--- config.mk ---
export PLATFORM = sky130hd
export DESIGN_NAME = mul_arbiter
export DESIGN_NICKNAME = d
export VERILOG_FILES = /design/src/rtl/mul_arbiter.sv
export SDC_FILE = /design/constraint.sdc
export NUM_CORES = 1
export LEC_CHECK = 0
export CAP_MARGIN = 20
export CORE_MARGIN = 5
export CORE_UTILIZATION = 50
export CTS_CLUSTER_DIAMETER = 120
export DETAILED_ROUTE_END_ITERATION = 16
export PLACE_DENSITY_LB_ADDON = 0.05
export SLEW_MARGIN = 20
export SYNTH_ARGS = -nofsm -noshare
export SYNTH_HDL_FRONTEND = slang
export SYNTH_HIERARCHICAL = 1
export SYNTH_SLANG_ARGS = --single-unit
--- constraint.sdc ---
create_clock -name i_clk -period 3 [get_ports i_clk]
set_clock_uncertainty 0.05 [all_clocks]
set_input_delay 0.45 -clock i_clk [delete_from_list [all_inputs] [get_ports i_clk]]
set_output_delay 0.45 -clock i_clk [all_outputs]
set_load 0.005 [all_outputs]
--- src/rtl/mul_arbiter.sv ---
// Two-requester front end sharing one pipelined shift-add multiplier.
// Credit-based issue control feeds per-requester first-word-fall-through result FIFOs.

module shift_add_multiplier_unrolled #(
    parameter int OPERAND_WIDTH = 8
) (
    input  logic                       i_clk,
    input  logic                       i_reset,
    input  logic                       i_valid,
    input  logic [OPERAND_WIDTH-1:0]   i_a,
    input  logic [OPERAND_WIDTH-1:0]   i_b,
    output logic [2*OPERAND_WIDTH-1:0] o_result,
    output logic                       o_result_valid
);
    localparam int W  = OPERAND_WIDTH;
    localparam int PW = 2 * OPERAND_WIDTH;

    logic [PW-1:0] acc    [W+1];
    logic [PW-1:0] mcand  [W];
    logic [W-1:0]  mplier [W];
    logic [W:0]    valid_pipe;

    // NOTE: the datapath ranks carry no reset; only the valid bits need a known value after reset.
    always_ff @(posedge i_clk) begin
        acc[0]    <= '0;
        mcand[0]  <= PW'(i_a);
        mplier[0] <= i_b;
        for (int k = 1; k <= W; k++) begin
            acc[k] <= mplier[k-1][0] ? acc[k-1] + mcand[k-1] : acc[k-1];
        end
        for (int k = 1; k < W; k++) begin
            mcand[k]  <= mcand[k-1] << 1;
            mplier[k] <= mplier[k-1] >> 1;
        end
    end

    // NOTE: sequential state is assigned with non-blocking <= so every rank samples pre-edge values.
    always_ff @(posedge i_clk or posedge i_reset) begin
        if (i_reset) begin
            valid_pipe <= '0;
        end else begin
            valid_pipe <= {valid_pipe[W-1:0], i_valid};
        end
    end

    assign o_result       = acc[W];
    assign o_result_valid = valid_pipe[W];
endmodule

module result_fifo #(
    parameter int DEPTH = 4,
    parameter int WIDTH = 16
) (
    input  logic             i_clk,
    input  logic             i_reset,
    input  logic             i_push,
    input  logic [WIDTH-1:0] i_data,
    input  logic             i_pop,
    output logic             o_valid,
    output logic [WIDTH-1:0] o_data
);
    localparam int PTR_W = (DEPTH > 1) ? $clog2(DEPTH) : 1;
    localparam int CNT_W = $clog2(DEPTH + 1);
    localparam logic [PTR_W-1:0] LAST = PTR_W'(DEPTH - 1);

    logic [WIDTH-1:0] mem [DEPTH];
    logic [PTR_W-1:0] wr_ptr;
    logic [PTR_W-1:0] rd_ptr;
    logic [CNT_W-1:0] count;
    logic             do_pop;

    assign o_valid = (count != '0);
    assign do_pop  = i_pop && o_valid;
    assign o_data  = o_valid ? mem[rd_ptr] : '0;

    always_ff @(posedge i_clk) begin
        if (i_push) begin
            mem[wr_ptr] <= i_data;
        end
    end

    always_ff @(posedge i_clk or posedge i_reset) begin
        if (i_reset) begin
            wr_ptr <= '0;
            rd_ptr <= '0;
            count  <= '0;
        end else begin
            if (i_push) begin
                wr_ptr <= (wr_ptr == LAST) ? '0 : wr_ptr + 1'b1;
            end
            if (do_pop) begin
                rd_ptr <= (rd_ptr == LAST) ? '0 : rd_ptr + 1'b1;
            end
            case ({i_push, do_pop})
                2'b10:   count <= count + 1'b1;
                2'b01:   count <= count - 1'b1;
                default: count <= count;
            endcase
        end
    end
endmodule

module mul_arbiter #(
    parameter int OPERAND_WIDTH = 8,
    parameter int RESULT_DEPTH  = 4
) (
    input  logic                       i_clk,
    input  logic                       i_reset,
    input  logic                       i_req0_valid,
    output logic                       o_req0_ready,
    input  logic [OPERAND_WIDTH-1:0]   i_req0_a,
    input  logic [OPERAND_WIDTH-1:0]   i_req0_b,
    input  logic                       i_req1_valid,
    output logic                       o_req1_ready,
    input  logic [OPERAND_WIDTH-1:0]   i_req1_a,
    input  logic [OPERAND_WIDTH-1:0]   i_req1_b,
    output logic                       o_res0_valid,
    input  logic                       i_res0_ready,
    output logic [2*OPERAND_WIDTH-1:0] o_res0_data,
    output logic                       o_res1_valid,
    input  logic                       i_res1_ready,
    output logic [2*OPERAND_WIDTH-1:0] o_res1_data
);
    localparam int W  = OPERAND_WIDTH;
    localparam int PW = 2 * OPERAND_WIDTH;
    localparam int CW = $clog2(RESULT_DEPTH + 1);
    localparam logic [CW-1:0] CREDIT_INIT = CW'(RESULT_DEPTH);

    typedef struct packed {
        logic valid;
        logic id;
    } tag_t;

    logic [CW-1:0] credit0;
    logic [CW-1:0] credit1;
    logic          ptr;
    logic          elig0;
    logic          elig1;
    logic          grant0;
    logic          grant1;
    logic          issue;
    logic [W-1:0]  mul_a;
    logic [W-1:0]  mul_b;
    logic [PW-1:0] mul_result;
    logic          mul_valid_unused;
    tag_t          issue_q;
    tag_t          tag_pipe [W];
    tag_t          tag_out;
    logic          push0;
    logic          push1;
    logic          pop0;
    logic          pop1;

    // Eligibility looks only at registered credit, so a same-cycle pop cannot unblock an issue.
    always_comb begin
        elig0  = i_req0_valid && (credit0 != '0) && !i_reset;
        elig1  = i_req1_valid && (credit1 != '0) && !i_reset;
        grant0 = elig0 && (!elig1 || !ptr);
        grant1 = elig1 && (!elig0 || ptr);
    end

    assign o_req0_ready = grant0;
    assign o_req1_ready = grant1;
    assign issue        = grant0 | grant1;
    assign mul_a        = grant1 ? i_req1_a : i_req0_a;
    assign mul_b        = grant1 ? i_req1_b : i_req0_b;

    shift_add_multiplier_unrolled #(
        .OPERAND_WIDTH(OPERAND_WIDTH)
    ) u_mult (
        .i_clk         (i_clk),
        .i_reset       (i_reset),
        .i_valid       (issue),
        .i_a           (mul_a),
        .i_b           (mul_b),
        .o_result      (mul_result),
        .o_result_valid(mul_valid_unused)
    );

    always_ff @(posedge i_clk or posedge i_reset) begin
        if (i_reset) begin
            ptr     <= 1'b0;
            credit0 <= CREDIT_INIT;
            credit1 <= CREDIT_INIT;
        end else begin
            if (issue) begin
                ptr <= grant0;
            end
            case ({grant0, pop0})
                2'b10:   credit0 <= credit0 - 1'b1;
                2'b01:   credit0 <= credit0 + 1'b1;
                default: credit0 <= credit0;
            endcase
            case ({grant1, pop1})
                2'b10:   credit1 <= credit1 - 1'b1;
                2'b01:   credit1 <= credit1 + 1'b1;
                default: credit1 <= credit1;
            endcase
        end
    end

    // issue_q mirrors the multiplier's operand rank; tag_pipe tracks its W accumulate ranks.
    always_ff @(posedge i_clk or posedge i_reset) begin
        if (i_reset) begin
            issue_q <= '0;
            for (int k = 0; k < W; k++) begin
                tag_pipe[k] <= '0;
            end
        end else begin
            issue_q     <= tag_t'{valid: issue, id: grant1};
            tag_pipe[0] <= issue_q;
            for (int k = 1; k < W; k++) begin
                tag_pipe[k] <= tag_pipe[k-1];
            end
        end
    end

    assign tag_out = tag_pipe[W-1];
    assign push0   = tag_out.valid && !tag_out.id;
    assign push1   = tag_out.valid && tag_out.id;
    assign pop0    = o_res0_valid && i_res0_ready;
    assign pop1    = o_res1_valid && i_res1_ready;

    result_fifo #(
        .DEPTH(RESULT_DEPTH),
        .WIDTH(PW)
    ) u_fifo0 (
        .i_clk  (i_clk),
        .i_reset(i_reset),
        .i_push (push0),
        .i_data (mul_result),
        .i_pop  (i_res0_ready),
        .o_valid(o_res0_valid),
        .o_data (o_res0_data)
    );

    result_fifo #(
        .DEPTH(RESULT_DEPTH),
        .WIDTH(PW)
    ) u_fifo1 (
        .i_clk  (i_clk),
        .i_reset(i_reset),
        .i_push (push1),
        .i_data (mul_result),
        .i_pop  (i_res1_ready),
        .o_valid(o_res1_valid),
        .o_data (o_res1_data)
    );
endmodule

Word level (Yosys, flattened, before mapping) --
Memories as Yosys holds them, arrays and structs flattened. Cells that the tools add are included.
Storage, ports and cells: register bits after elaboration 39, memory bits (writable) 464, input port bits 38, output and inout port bits 36, word-level logic and storage cells 114, memories 5
Memories:
- u_mult.acc | depth 9, bits a word 16, read ports 9, clocked after memory_dff 0, wr ports 9, RTL line 18 | logic [PW-1:0] acc [W+1];
- u_mult.mcand | depth 8, bits a word 16, read ports 8, clocked after memory_dff 0, wr ports 8, RTL line 19 | logic [PW-1:0] mcand [W];
- u_fifo0.mem | depth 4, bits a word 16, read ports 1, clocked after memory_dff 0, wr ports 1, RTL line 66 | logic [WIDTH-1:0] mem [DEPTH];
- u_fifo1.mem | depth 4, bits a word 16, read ports 1, clocked after memory_dff 0, wr ports 1, RTL line 66
- u_mult.mplier | depth 8, bits a word 8, read ports 8, clocked after memory_dff 0, wr ports 8, RTL line 20 | logic [W-1:0] mplier [W];
Operators by class: $add $sub $neg 20, eq/ne operators 12, muxes and demuxes 24, bitwise gates (word level) 1, reductions and logical operators 25
Operator list (count):
- $mux 16 | 10
- $add 16x16->16 | 8
- $pmux 3 s2 | 4
- $eq 2x2->1 const B | 8
- $mux 8 | 2
- $add 3x1->3 const B | 4
- $reduce_bool 3->1 | 4
- $sub 3x1->3 const B | 4
- $logic_and 1x1->1 | 10
- $add 2x1->2 const B | 4
- $eq 2x1->1 const B | 4
- $mux 2 | 4
- $reduce_bool 2->1 | 4
- $logic_not 1->1 | 5
- $mux 1 | 4
- $logic_or 1x1->1 | 2
- $or 1x1->1 | 1

Depth between registers and ports, before layout --
depth after elaboration 8, depth in mapped cells 10, mapped depth without buffers 9

Hierarchy --
Netlist, hierarchy kept.
By module, submodules not included:
- shift_add_multiplier_unrolled | times used 1, cells an instance 571, area each 7051.8 um2, seq. area each 4209.0 um2
- result_fifo | times used 2, cells an instance 141, area each 2855.2 um2, seq. area each 2097.0 um2
- mul_arbiter | times used 1, cells an instance 71, area each 1118.6 um2, seq. area each 628.1 um2

Worst setup path before layout --
OpenSTA, ideal clock, no wires.
path kind input port to flip-flop, from in i_reset, to reg credit1[2], setup time 75 ps, arrival 2771 ps, data required time 2875 ps, setup slack 104 ps, stages 10, path buffers 1, cell sequence inv_1 > o311ai_4 > o21ai_4 > buf_6 > ha_1 > inv_1 > fa_1 > xor2_1 > nor2_1 > xor2_1
Between the ends: cells in the longest elaborated chain, start to end 7, elaborated cells between the ends (all ways) 10, classes of those cells eq/ne: 2; mux: 1; reduce/logical: 7
RTL lines:
- from (decl) | RTL line 108 | input logic i_reset,
- $logic_not 1->1 (no source line) *
- $logic_and 1x1->1 | RTL line 156 | elig0 = i_req0_valid && (credit0 != '0) && !i_reset;
- $logic_not 1->1 | RTL line 159 | grant1 = elig1 && (!elig0 || ptr);
- $logic_or 1x1->1 | RTL line 159
- $logic_and 1x1->1 * | RTL line 159
- $eq 2x1->1 or $eq 2x2->1 (tied branches) | RTL line 194 | case ({grant1, pop1})
- $pmux 3 s2 or $reduce_bool 2->1 (tied branches)
- to (signal assigned) | RTL line 195 | 2'b10: credit1 <= credit1 - 1'b1;
- to (signal assigned) | RTL line 196 | 2'b01: credit1 <= credit1 + 1'b1;
- to (signal assigned) | RTL line 197 | default: credit1 <= credit1;
- to (decl) | RTL line 135 | logic [CW-1:0] credit1;
Every way passes the cells marked *; elsewhere a longest branch is shown, timed or not. A chain may end at the register's enable or synchronous reset.

Final worst setup path --
from reg u_fifo1.count[0], to out o_res1_data[14]
Between the ends: cells in the longest elaborated chain, start to end 2
RTL lines:
- from (decl) | RTL line 69 | logic [CNT_W-1:0] count;
- from (signal assigned) | RTL line 95 | 2'b10: count <= count + 1'b1;
- from (signal assigned) | RTL line 96 | 2'b01: count <= count - 1'b1;
- from (signal assigned) | RTL line 97 | default: count <= count;
- $reduce_bool 3->1 | RTL line 72 | assign o_valid = (count != '0);
- $mux 16 | RTL line 74 | assign o_data = o_valid ? mem[rd_ptr] : '0;
- to (decl) | RTL line 122 | output logic [2*OPERAND_WIDTH-1:0] o_res1_data
Every way passes these cells.

==> impl_metrics.env <==
export IMPL_setup_slack_ns=0.0935
export IMPL_dieWidth_um=175
export IMPL_antenna_left=0
export IMPL_cts_buffers=38
export IMPL_io_pins=74
export IMPL_std_cell_rows=60
export IMPL_clockBufferDepth=3
export IMPL_nNetsFinal=1138
export IMPL_core_um2=27000
export IMPL_peakVddDrop_mv=0.467
export IMPL_viasPerCell=5.15
export IMPL_syn_num_nets=1032
export IMPL_rsz0062_at_grt="false"
export IMPL_portBuffers=73
export IMPL_p_sw_frac=0.287
export IMPL_firstDrtPassIters=4
export IMPL_yosysWarnings=6
export IMPL_finalSetupTns_ns=0
export IMPL_period_minus_slack_ns=2.91
export IMPL_critPathTopFamily="simple AND/OR/NAND/NOR gates"
export IMPL_slowest_delay_ns=0.60
export IMPL_cts_hold_buf=0
export IMPL_clkPwrFrac=0.268
export IMPL_critical_path_class="flip-flop to output port"
export IMPL_cts_num_sinks=366
export IMPL_critPathLaunchType="flip-flop"
export IMPL_r2r_end="u_fifo1/count[2]$_DFFE_PP0P_"
export IMPL_r2r_slack_ns=0.59
export IMPL_syn_to_final_growth_pct=17.7
export IMPL_final_max_slew_violation_count=0
export IMPL_dpl_hpwl_um=15800
export IMPL_p_sw_w=0.00493
export IMPL_fmax_mhz=344
export IMPL_r2r_cells=9
export IMPL_intPower_w=0.0122
export IMPL_maxCapViolCount=0
export IMPL_grt_pass1_vias=7628
export IMPL_die_h_um=175
export IMPL_max_slew_worst_pin_slew_ns=0.907
export IMPL_clk_latency_ns=0.51
export IMPL_grt_use_total=0.153
export IMPL_syn_inst=914
export IMPL_worstPathCellList="or3_1, buf_4, and2_1, clkdlybuf4s50_1"
export IMPL_routabilityCongestion=0.756
export IMPL_syn_avg_cell_area_um2=14.9
export IMPL_fin_cells=1390
export IMPL_root_buffer="clkbuf_16"
export IMPL_final_hold_viol_count=0
export IMPL_critPathBufInv=2
export IMPL_p_per_area_nw_per_um2=1070
export IMPL_wl_per_cell_um=16.3
export IMPL_cp_required_ns=2.50
export IMPL_overflow=0
export IMPL_drive_above_1_share=0.173
export IMPL_drc=0
export IMPL_drt_iter0_drc=390
export IMPL_num_vias=7153
export IMPL_dpl_cell_count=1321
export IMPL_seqPwrFrac=0.436
export IMPL_fin_crit_sh=0.969
export IMPL_p_leak_nw=6.31
export IMPL_cts_setup_buffers=0
export IMPL_place_ws_ns=0.229
export IMPL_power_w=0.0172
export IMPL_outcome="complete, no violations"
export IMPL_n_antenna_cell=0
export IMPL_cp_max_fo=13
export IMPL_antenna_found_initial=0
export IMPL_setup_viol=0
export IMPL_comb_power_share=0.296
export IMPL_arrival_ns=2.41
export IMPL_cts_tree="done"
export IMPL_cts_clk_slew_worst_paths_ns=0.06
export IMPL_grt_pass1_wl_um=38000
export IMPL_cp_slowest_cell="or3_1"
export IMPL_relSlewSlack=0.395
export IMPL_grt_start_max_net_pins=25
export IMPL_design_area_um2=16100
export IMPL_htreeDepth=2
export IMPL_end_kind="output port"
export IMPL_wirelength_um=22700
export IMPL_dieArea_um2=30700
export IMPL_placed_area_um2=14800
export IMPL_initial_core_util=0.507
export IMPL_timing_rr_start="u_fifo1/count[0]$_DFFE_PP0P_"
export IMPL_worstHoldPathType="input port to async pin"
export IMPL_syn_area_um2=13700
==> how the worst max path moves through the flow <==
stage,start,end,slack (ns),cells past startpoint
4_1_cts,u_fifo0/rd_ptr[1]$_DFFE_PP0P_,o_res0_data[7],0.02,3
3_3_place_gp,i_reset,credit0[2]$_DFFE_PP1P_,0.30,10
5_1_grt,u_fifo1/count[0]$_DFFE_PP0P_,o_res1_data[14],0.003,4
6_report,u_fifo1/count[0]$_DFFE_PP0P_,o_res1_data[14],0.09,4
2_1_floorplan,i_reset,credit1[2]$_DFFE_PP1P_,0.10,10
3_5_place_dp,i_reset,credit0[2]$_DFFE_PP1P_,0.23,10
==> through the flow <==
stage                     hold slack (ns)  utilization
after global routing                0.206        0.596
after CTS                           0.187        0.596
after detailed placement            0.262        0.549
after floorplan                     0.203            -
after global placement              0.261        0.549
final                               0.202        0.596
==> routing by layer <==
metal,share of wire,global-route usage,vias to the layer above
li1,-,-,3524
met1,0.45,0.198,3470
met2,0.49,0.261,122
met3,0.046,0.0327,37
met4,0.019,0.0448,0
met5,0,0,-
==> state kept, by name, summed over array words and instances (netlist names), 3 cells and up <==
signal         flops
u_mult/acc        99
tag_pipe          14
u_fifo0/mem       64
u_mult/mcand      64
u_fifo0/count      3
u_fifo1/mem       64
credit1            3
u_mult/mplier     36
credit0            3
u_fifo1/count      3
==> what timing repair did <==
| action | in CTS | in global routing |
|---|---|---|
| resized for setup | 2 | 1 |
| gates cloned | 0 | 0 |
| endpoints found under the setup margin | 14 | 15 |
==> power groups by stage <==
stage / Combinational [W] / Sequential [W] / Clock (W)
2_1_floorplan: 0.00385 / 0.00711 / 0
3_3_place_gp: 0.00509 / 0.00759 / 0
3_5_place_dp: 0.00514 / 0.00762 / 0
4_1_cts: 0.00518 / 0.00752 / 0.00475
5_1_grt: 0.00571 / 0.00766 / 0.00497
6_report: 0.00508 / 0.00748 / 0.00459
==> final cells by class <==
| class | count | area, um^2 |
|---|---|---|
| clock inverters | 9 | 76.3 |
| well taps | 341 | 427 |
| clock buffers | 60 | 1190 |
| repair buffers | 86 | 841 |
| flip-flops and latches | 366 | 8810 |
| fillers | 2120 | 10900 |
| inverters | 34 | 128 |
| multi-input cells | 494 | 4590 |
==> cell usage in the layout (no fill, tap or decap), types with 12 or more instances in the layout <==
master           instances
mux4_2                  32
xnor2_1                 18
ha_1                    69
clkdlybuf4s50_1         73
mux2_4                  12
clkbuf_16               40
o211ai_1                19
a21oi_1                 27
inv_1                   34
and2_1                  51
o31a_1                  12
dfrtp_1                 34
mux2_2                  39
o31ai_1                 13
edfxtp_1               128
nand2_1                 35
nor2_1                  33
dfxtp_1                199
buf_4                   12
xor2_1                  16
Power figures use the tool's default switching activity.
